**config.mk**
```make
export PLATFORM = sky130hd
export DESIGN_NAME = alu_exec_unit
export DESIGN_NICKNAME = d
export VERILOG_FILES = /design/src/rtl/alu_exec_unit.sv
export SDC_FILE = /design/constraint.sdc
export NUM_CORES = 1
export LEC_CHECK = 0
export CORE_UTILIZATION = 60
export DETAILED_ROUTE_END_ITERATION = 6
export PLACE_DENSITY = 0.82
export SLEW_MARGIN = 20
export SYNTH_ARGS = -nofsm -noshare
export SYNTH_HDL_FRONTEND = slang
export SYNTH_SLANG_ARGS = --single-unit
```
**constraint.sdc**
```tcl
create_clock -name clk -period 4.8 [get_ports clk]
set_input_delay 0.48 -clock clk [delete_from_list [all_inputs] [get_ports clk]]
set_output_delay 0.48 -clock clk [all_outputs]
set_load 0.02 [all_outputs]
```
**src/rtl/alu_exec_unit.sv**
```systemverilog
// Execute-stage ALU: single-cycle logic/arith ops plus iterative unsigned
// multiply (shift-add) and divide (restoring), with valid/ready on both sides.
module alu_exec_unit #(
  parameter int unsigned WIDTH = 32
) (
  input  logic             clk,
  input  logic             rst,
  input  logic             in_valid,
  output logic             in_ready,
  input  logic [2:0]       alu_control,
  input  logic [WIDTH-1:0] src_a,
  input  logic [WIDTH-1:0] src_b,
  output logic             out_valid,
  input  logic             out_ready,
  output logic [WIDTH-1:0] result,
  output logic [WIDTH-1:0] hi,
  output logic             zero,
  output logic             illegal_op,
  output logic             busy
);

  localparam int unsigned CW = $clog2(WIDTH) + 1;
  localparam logic [CW-1:0] LAST = CW'(WIDTH - 1);

  typedef enum logic [1:0] {S_IDLE, S_MUL, S_DIV, S_DONE} state_t;
  typedef enum logic [2:0] {
    OP_AND   = 3'b000,
    OP_OR    = 3'b001,
    OP_ADD   = 3'b010,
    OP_MULTU = 3'b011,
    OP_DIVU  = 3'b100,
    OP_ILL   = 3'b101,
    OP_SUB   = 3'b110,
    OP_SLT   = 3'b111
  } op_t;

  state_t           state_q, state_d;
  logic [CW-1:0]    cnt_q, cnt_d;
  logic [WIDTH-1:0] hacc_q, hacc_d;
  logic [WIDTH-1:0] lacc_q, lacc_d;
  logic [WIDTH-1:0] opb_q, opb_d;
  logic [WIDTH-1:0] result_q, result_d;
  logic [WIDTH-1:0] hi_q, hi_d;
  logic             zero_q, zero_d;
  logic             ill_q, ill_d;

  op_t              op;
  logic             accept;
  logic [WIDTH-1:0] alu_res;
  logic [WIDTH:0]   mul_sum;
  logic [WIDTH-1:0] mul_hi_nx, mul_lo_nx;
  logic [WIDTH:0]   rem_sh;
  logic             div_ge;
  logic [WIDTH-1:0] div_rem_nx, div_quo_nx;

  assign op        = op_t'(alu_control);
  assign out_valid = (state_q == S_DONE);
  assign busy      = (state_q == S_MUL) || (state_q == S_DIV);
  assign in_ready  = (state_q == S_IDLE) || ((state_q == S_DONE) && out_ready);
  assign accept    = in_valid && in_ready;

  assign result     = result_q;
  assign hi         = hi_q;
  assign zero       = zero_q;
  assign illegal_op = ill_q;

  // Multiply: hacc holds the partial product high half, lacc shifts out the
  // multiplier while collecting the product low half.
  assign mul_sum   = {1'b0, hacc_q} + (lacc_q[0] ? {1'b0, opb_q} : '0);
  assign mul_hi_nx = mul_sum[WIDTH:1];
  assign mul_lo_nx = {mul_sum[0], lacc_q[WIDTH-1:1]};

  // Divide: hacc is the partial remainder, lacc shifts the dividend out and
  // the quotient in. A zero divisor always "fits", giving all-ones / remainder a.
  assign rem_sh     = {hacc_q, lacc_q[WIDTH-1]};
  assign div_ge     = (rem_sh >= {1'b0, opb_q});
  assign div_rem_nx = div_ge ? (rem_sh[WIDTH-1:0] - opb_q) : rem_sh[WIDTH-1:0];
  assign div_quo_nx = {lacc_q[WIDTH-2:0], div_ge};

  always_comb begin
    alu_res = '0;
    case (op)
      OP_ADD:  alu_res = src_a + src_b;
      OP_SUB:  alu_res = src_a - src_b;
      OP_AND:  alu_res = src_a & src_b;
      OP_OR:   alu_res = src_a | src_b;
      OP_SLT:  alu_res = {{(WIDTH-1){1'b0}}, ($signed(src_a) < $signed(src_b))};
      default: alu_res = '0;
    endcase
  end

  always_comb begin
    state_d  = state_q;
    cnt_d    = cnt_q;
    hacc_d   = hacc_q;
    lacc_d   = lacc_q;
    opb_d    = opb_q;
    result_d = result_q;
    hi_d     = hi_q;
    zero_d   = zero_q;
    ill_d    = ill_q;

    case (state_q)
      S_MUL: begin
        hacc_d = mul_hi_nx;
        lacc_d = mul_lo_nx;
        cnt_d  = cnt_q + CW'(1);
        if (cnt_q == LAST) begin
          state_d  = S_DONE;
          result_d = mul_lo_nx;
          hi_d     = mul_hi_nx;
          zero_d   = (mul_lo_nx == '0);
          ill_d    = 1'b0;
        end
      end
      S_DIV: begin
        hacc_d = div_rem_nx;
        lacc_d = div_quo_nx;
        cnt_d  = cnt_q + CW'(1);
        if (cnt_q == LAST) begin
          state_d  = S_DONE;
          result_d = div_quo_nx;
          hi_d     = div_rem_nx;
          zero_d   = (div_quo_nx == '0);
          ill_d    = 1'b0;
        end
      end
      S_DONE: begin
        if (out_ready) state_d = S_IDLE;
      end
      default: ;
    endcase

    // An accept in DONE overrides the return to IDLE, giving back-to-back beats.
    if (accept) begin
      cnt_d = '0;
      if (op == OP_MULTU || op == OP_DIVU) begin
        state_d = (op == OP_MULTU) ? S_MUL : S_DIV;
        hacc_d  = '0;
        lacc_d  = src_a;
        opb_d   = src_b;
      end else begin
        state_d  = S_DONE;
        result_d = alu_res;
        hi_d     = '0;
        zero_d   = (alu_res == '0);
        ill_d    = (op == OP_ILL);
      end
    end
  end

  always_ff @(posedge clk) begin
    if (rst) begin
      state_q  <= S_IDLE;
      cnt_q    <= '0;
      hacc_q   <= '0;
      lacc_q   <= '0;
      opb_q    <= '0;
      result_q <= '0;
      hi_q     <= '0;
      zero_q   <= 1'b0;
      ill_q    <= 1'b0;
    end else begin
      state_q  <= state_d;
      cnt_q    <= cnt_d;
      hacc_q   <= hacc_d;
      lacc_q   <= lacc_d;
      opb_q    <= opb_d;
      result_q <= result_d;
      hi_q     <= hi_d;
      zero_q   <= zero_d;
      ill_q    <= ill_d;
    end
  end

endmodule

```
==> flow_metrics.env <==
export IMPL_p_leak_nw=7.87
export IMPL_regToRegEndpoint="hi[19]$_SDFF_PP0_"
export IMPL_synth_edff_count=0
export IMPL_finalHoldViolations=0
export IMPL_worstPathMaxFanout=5
export IMPL_floorplan_core_area_um2=26100
export IMPL_clockBufferDepth=2
export IMPL_r2r_setup_slack_ps=500
export IMPL_syn_instance_count=2198
export IMPL_gpl_final_weighted_congestion=1.04
export IMPL_routed_via_count=17800
export IMPL_design_area_um2=18700
export IMPL_yosys_cell_count_top_type="sky130_fd_sc_hd__a21oi_1"
export IMPL_sequential_fraction_of_the_synthesis_area_pct=21.2
export IMPL_cts_buffers=17
export IMPL_drive_gt1_share_pct=8.04
export IMPL_syn_area_um2=16000
export IMPL_cts_hold_repair_buffers=0
export IMPL_avg_wl_per_cell_um=22.0
export IMPL_track_usage_pct=42.2
export IMPL_dp_hpwl_mm=44.0
export IMPL_latest_clock_arrival_within_the_worst_skew_pair_ps=450
export IMPL_r2r_worst_path_cells=15
export IMPL_root_buffer="sky130_fd_sc_hd__clkbuf_16"
export IMPL_grt_first_pass_wirelength_mm=89.4
export IMPL_ios=140
export IMPL_count_of_distinct_cell_types_in_the_synthesized_netlist=89
export IMPL_initial_drt_markers=2301
export IMPL_rsz_0062_raised_after_global_routing="no"
export IMPL_synth_top_cells_by_area="sky130_fd_sc_hd__dfxtp_1, sky130_fd_sc_hd__ha_1, sky130_fd_sc_hd__a21oi_1"
export IMPL_outcome="complete, but fails checks"
export IMPL_synthesis_area_per_instance_um2=7.29
export IMPL_design_die_area_um2=27400
export IMPL_number_of_synthesized_register_bits=170
export IMPL_cts_repair_resize_count=0
export IMPL_worstSetupPathType="primary input to flip-flop"
export IMPL_dieHeight_um=165
export IMPL_core_rowCount=59
export IMPL_timing_max_slew_rel_slack_pct=26.7
export IMPL_filler_cell_count=2130
export IMPL_routed_via_density=6.65
export IMPL_timing_final_ws_setup_ps=260
export IMPL_drt_pass1_iterations=7
export IMPL_io_buf_count=139
export IMPL_fin_util_pct=71.6
export IMPL_p_per_area_nw_per_um2=603
export IMPL_cts_reportedPaths_clkPinSlew_ps=80
export IMPL_post_cts_setup_buffer_count=0
export IMPL_synth_warnings=0
export IMPL_max_cap_violations=0
export IMPL_cp_end_kind="flip-flop"
export IMPL_cp_required_ps=5150
export IMPL_startpoint_type="primary input"
export IMPL_gr_usage_met2_pct=68.9
export IMPL_min_delay_start="opb_q[1]$_SDFFE_PP0P_"
export IMPL_yosys_area_top_type="sky130_fd_sc_hd__dfxtp_1"
export IMPL_layout_worst_path_cycle_share_pct=94.6
export IMPL_multiInputGateArea_um2=11600
export IMPL_netlist_area_leader_share_pct=21.2
export IMPL_wl_mm=58.7
export IMPL_fmax_ghz=0.220
export IMPL_worst_clock_skew_ps=14.8
export IMPL_whs_path_depth=2
export IMPL_horizontal_die_dimension_um=165
export IMPL_detailedPlace_worstSlack_ps=-95.3
export IMPL_worst_endpoint_data_arrival_time_ps=4890
export IMPL_grt_overflow_total=0
export IMPL_globalRouteMet1Util_pct=53.9
export IMPL_synthToLayoutAreaGrowth_pct=16.7
export IMPL_fin_crit_ps=4540
export IMPL_max_vdd_ir_drop_uv=374
export IMPL_r2r_start="lacc_q[0]$_SDFF_PP0_"
export IMPL_clock_sinks=170
export IMPL_initial_utilization_pct=61.3
export IMPL_placement_cell_area_um2=18100
export IMPL_timing_hold_worst_endpoint="opb_q[1]$_SDFFE_PP0P_"
export IMPL_violations="DRC"
export IMPL_maxSlewViolCount=0
export IMPL_register_area_um2=3400
export IMPL_antenna_diode_count=0
export IMPL_finalSetupViolCount=0
export IMPL_antenna_found_initial=0
export IMPL_drc=20
export IMPL_cts_tree="done"
export IMPL_htree_levels=4
export IMPL_grt_max_degree=82
export IMPL_tightest_slew_ps=1100
export IMPL_hp_class="flip-flop to flip-flop"
export IMPL_synth_ff_type="sky130_fd_sc_hd__dfxtp_1"
export IMPL_grt_util_met3_pct=7.59
export IMPL_hold_ws_ps=467
export IMPL_num_nets_final=2580
export IMPL_first_global_vias=16300
export IMPL_postSynth_asyncResetShare_pct=0
export IMPL_synth_cells_most_frequent="sky130_fd_sc_hd__a21oi_1, sky130_fd_sc_hd__nand2_1, sky130_fd_sc_hd__o21ai_0, sky130_fd_sc_hd__nor2_1, sky130_fd_sc_hd__ha_1"
export IMPL_antenna_left=0
export IMPL_postSynthNetCount=2453
export IMPL_grt_busiest_layer="met2"
critical path, cell delays in order:
cell,delay [ps]
sky130_fd_sc_hd__clkdlybuf4s50_1,510
sky130_fd_sc_hd__inv_1,70
sky130_fd_sc_hd__ha_1,220
sky130_fd_sc_hd__fa_1,390
sky130_fd_sc_hd__o21bai_1,260
sky130_fd_sc_hd__o2111ai_1,220
sky130_fd_sc_hd__buf_4,200
sky130_fd_sc_hd__a211oi_2,380
sky130_fd_sc_hd__nor2_2,150
sky130_fd_sc_hd__o211ai_2,260
sky130_fd_sc_hd__a41oi_1,140
sky130_fd_sc_hd__nand2_1,150
sky130_fd_sc_hd__nand4_1,100
sky130_fd_sc_hd__or4_1,560
sky130_fd_sc_hd__or4_1,450
sky130_fd_sc_hd__o41ai_2,310
logic make-up (layout without fill, tap and decap cells):
logic type | after synthesis | in the layout | synth area share (%)
AOI/OAI and AO/OA | 801 | 801 | 31.9
xor gates and xnor gates | 83 | 83 | 4.54
adders and majority gates | 184 | 184 | 14.6
buffers and inverters | 281 | 421 | 7.10
DFF | 170 | 170 | 21.2
muxes | 15 | 15 | 0.968
and+or+nand+nor | 664 | 664 | 19.7
registers in the layout, indices dropped and copies added (netlist names):
name / flops
hi: 32
lacc_q: 32
hacc_q: 32
result: 32
illegal_op: 1
opb_q: 32
state_q: 2
cnt_q: 6
zero: 1
final cells by class:
cell class	count	area share [%]
Multi-Input combinational cell	1747	61.8
Inverter	148	2.97
Timing Repair Buffer	241	11.7
Clock inverter	13	0.776
Tap cell	335	2.24
Sequential cell	170	18.2
Clock buffer	19	2.37
worst max-delay path by stage:
stage                         from               to  slack [ps]  depth (start not counted)
after floorplan           src_a[0]  zero$_SDFF_PP0_        1110                         14
after global placement    src_a[0]  zero$_SDFF_PP0_          30                         16
after detailed placement  src_a[0]  zero$_SDFF_PP0_        -100                         16
after CTS                 src_a[0]  zero$_SDFF_PP0_         350                         16
after global routing      src_a[0]  zero$_SDFF_PP0_          40                         16
final                     src_a[0]  zero$_SDFF_PP0_         260                         16
per-stage QoR:
step,power (mW),instances,TNS [ps]
floorplan,7.42,2198,0
global placement,9.35,2640,0
detailed placement,9.53,2641,-95.3
CTS,11.0,2673,0
global route,11.9,2673,0
finish,11.3,2673,0
layout by cell type, fill, tap and decap left out, types with 7 or more instances in the layout:
master / n
sky130_fd_sc_hd__o21a_1: 9
sky130_fd_sc_hd__mux2i_1: 11
sky130_fd_sc_hd__clkbuf_16: 17
sky130_fd_sc_hd__nor2_1: 189
sky130_fd_sc_hd__o211a_1: 8
sky130_fd_sc_hd__nor2b_1: 22
sky130_fd_sc_hd__o221a_2: 10
sky130_fd_sc_hd__a221o_1: 9
sky130_fd_sc_hd__nor3_1: 23
sky130_fd_sc_hd__a2111oi_0: 7
sky130_fd_sc_hd__a22oi_1: 41
sky130_fd_sc_hd__a211oi_1: 61
sky130_fd_sc_hd__ha_1: 177
sky130_fd_sc_hd__a221oi_1: 13
sky130_fd_sc_hd__xor2_1: 28
sky130_fd_sc_hd__or2_2: 7
sky130_fd_sc_hd__nand3_1: 25
sky130_fd_sc_hd__buf_4: 99
sky130_fd_sc_hd__nand2b_1: 23
sky130_fd_sc_hd__dfxtp_1: 170
sky130_fd_sc_hd__and3_1: 42
sky130_fd_sc_hd__nand2_1: 208
sky130_fd_sc_hd__clkdlybuf4s50_1: 137
sky130_fd_sc_hd__a21o_1: 34
sky130_fd_sc_hd__or3_1: 12
sky130_fd_sc_hd__a31oi_1: 34
sky130_fd_sc_hd__o22ai_1: 33
sky130_fd_sc_hd__o31ai_1: 17
sky130_fd_sc_hd__nand4_1: 25
sky130_fd_sc_hd__o211ai_1: 12
sky130_fd_sc_hd__a21oi_1: 226
sky130_fd_sc_hd__nor4_1: 14
sky130_fd_sc_hd__o21ai_0: 194
sky130_fd_sc_hd__xnor2_1: 55
sky130_fd_sc_hd__inv_1: 144
sky130_fd_sc_hd__o21bai_1: 14
sky130_fd_sc_hd__a21boi_0: 7
sky130_fd_sc_hd__and2_1: 39
power breakdown:
part           switching [mW]  internal, mW
Sequential              0.425          1.76
Clock                   0.720         0.713
Combinational            4.81          2.86
Total                    5.95          5.33
routing by layer:
layer  routed length, µm  vias up
met1               23400     8244
met5                   0        -
met3                5920      205
li1                    -     8185
met2               26600     1143
met4                2800        0
Power figures use the tool's default switching activity.
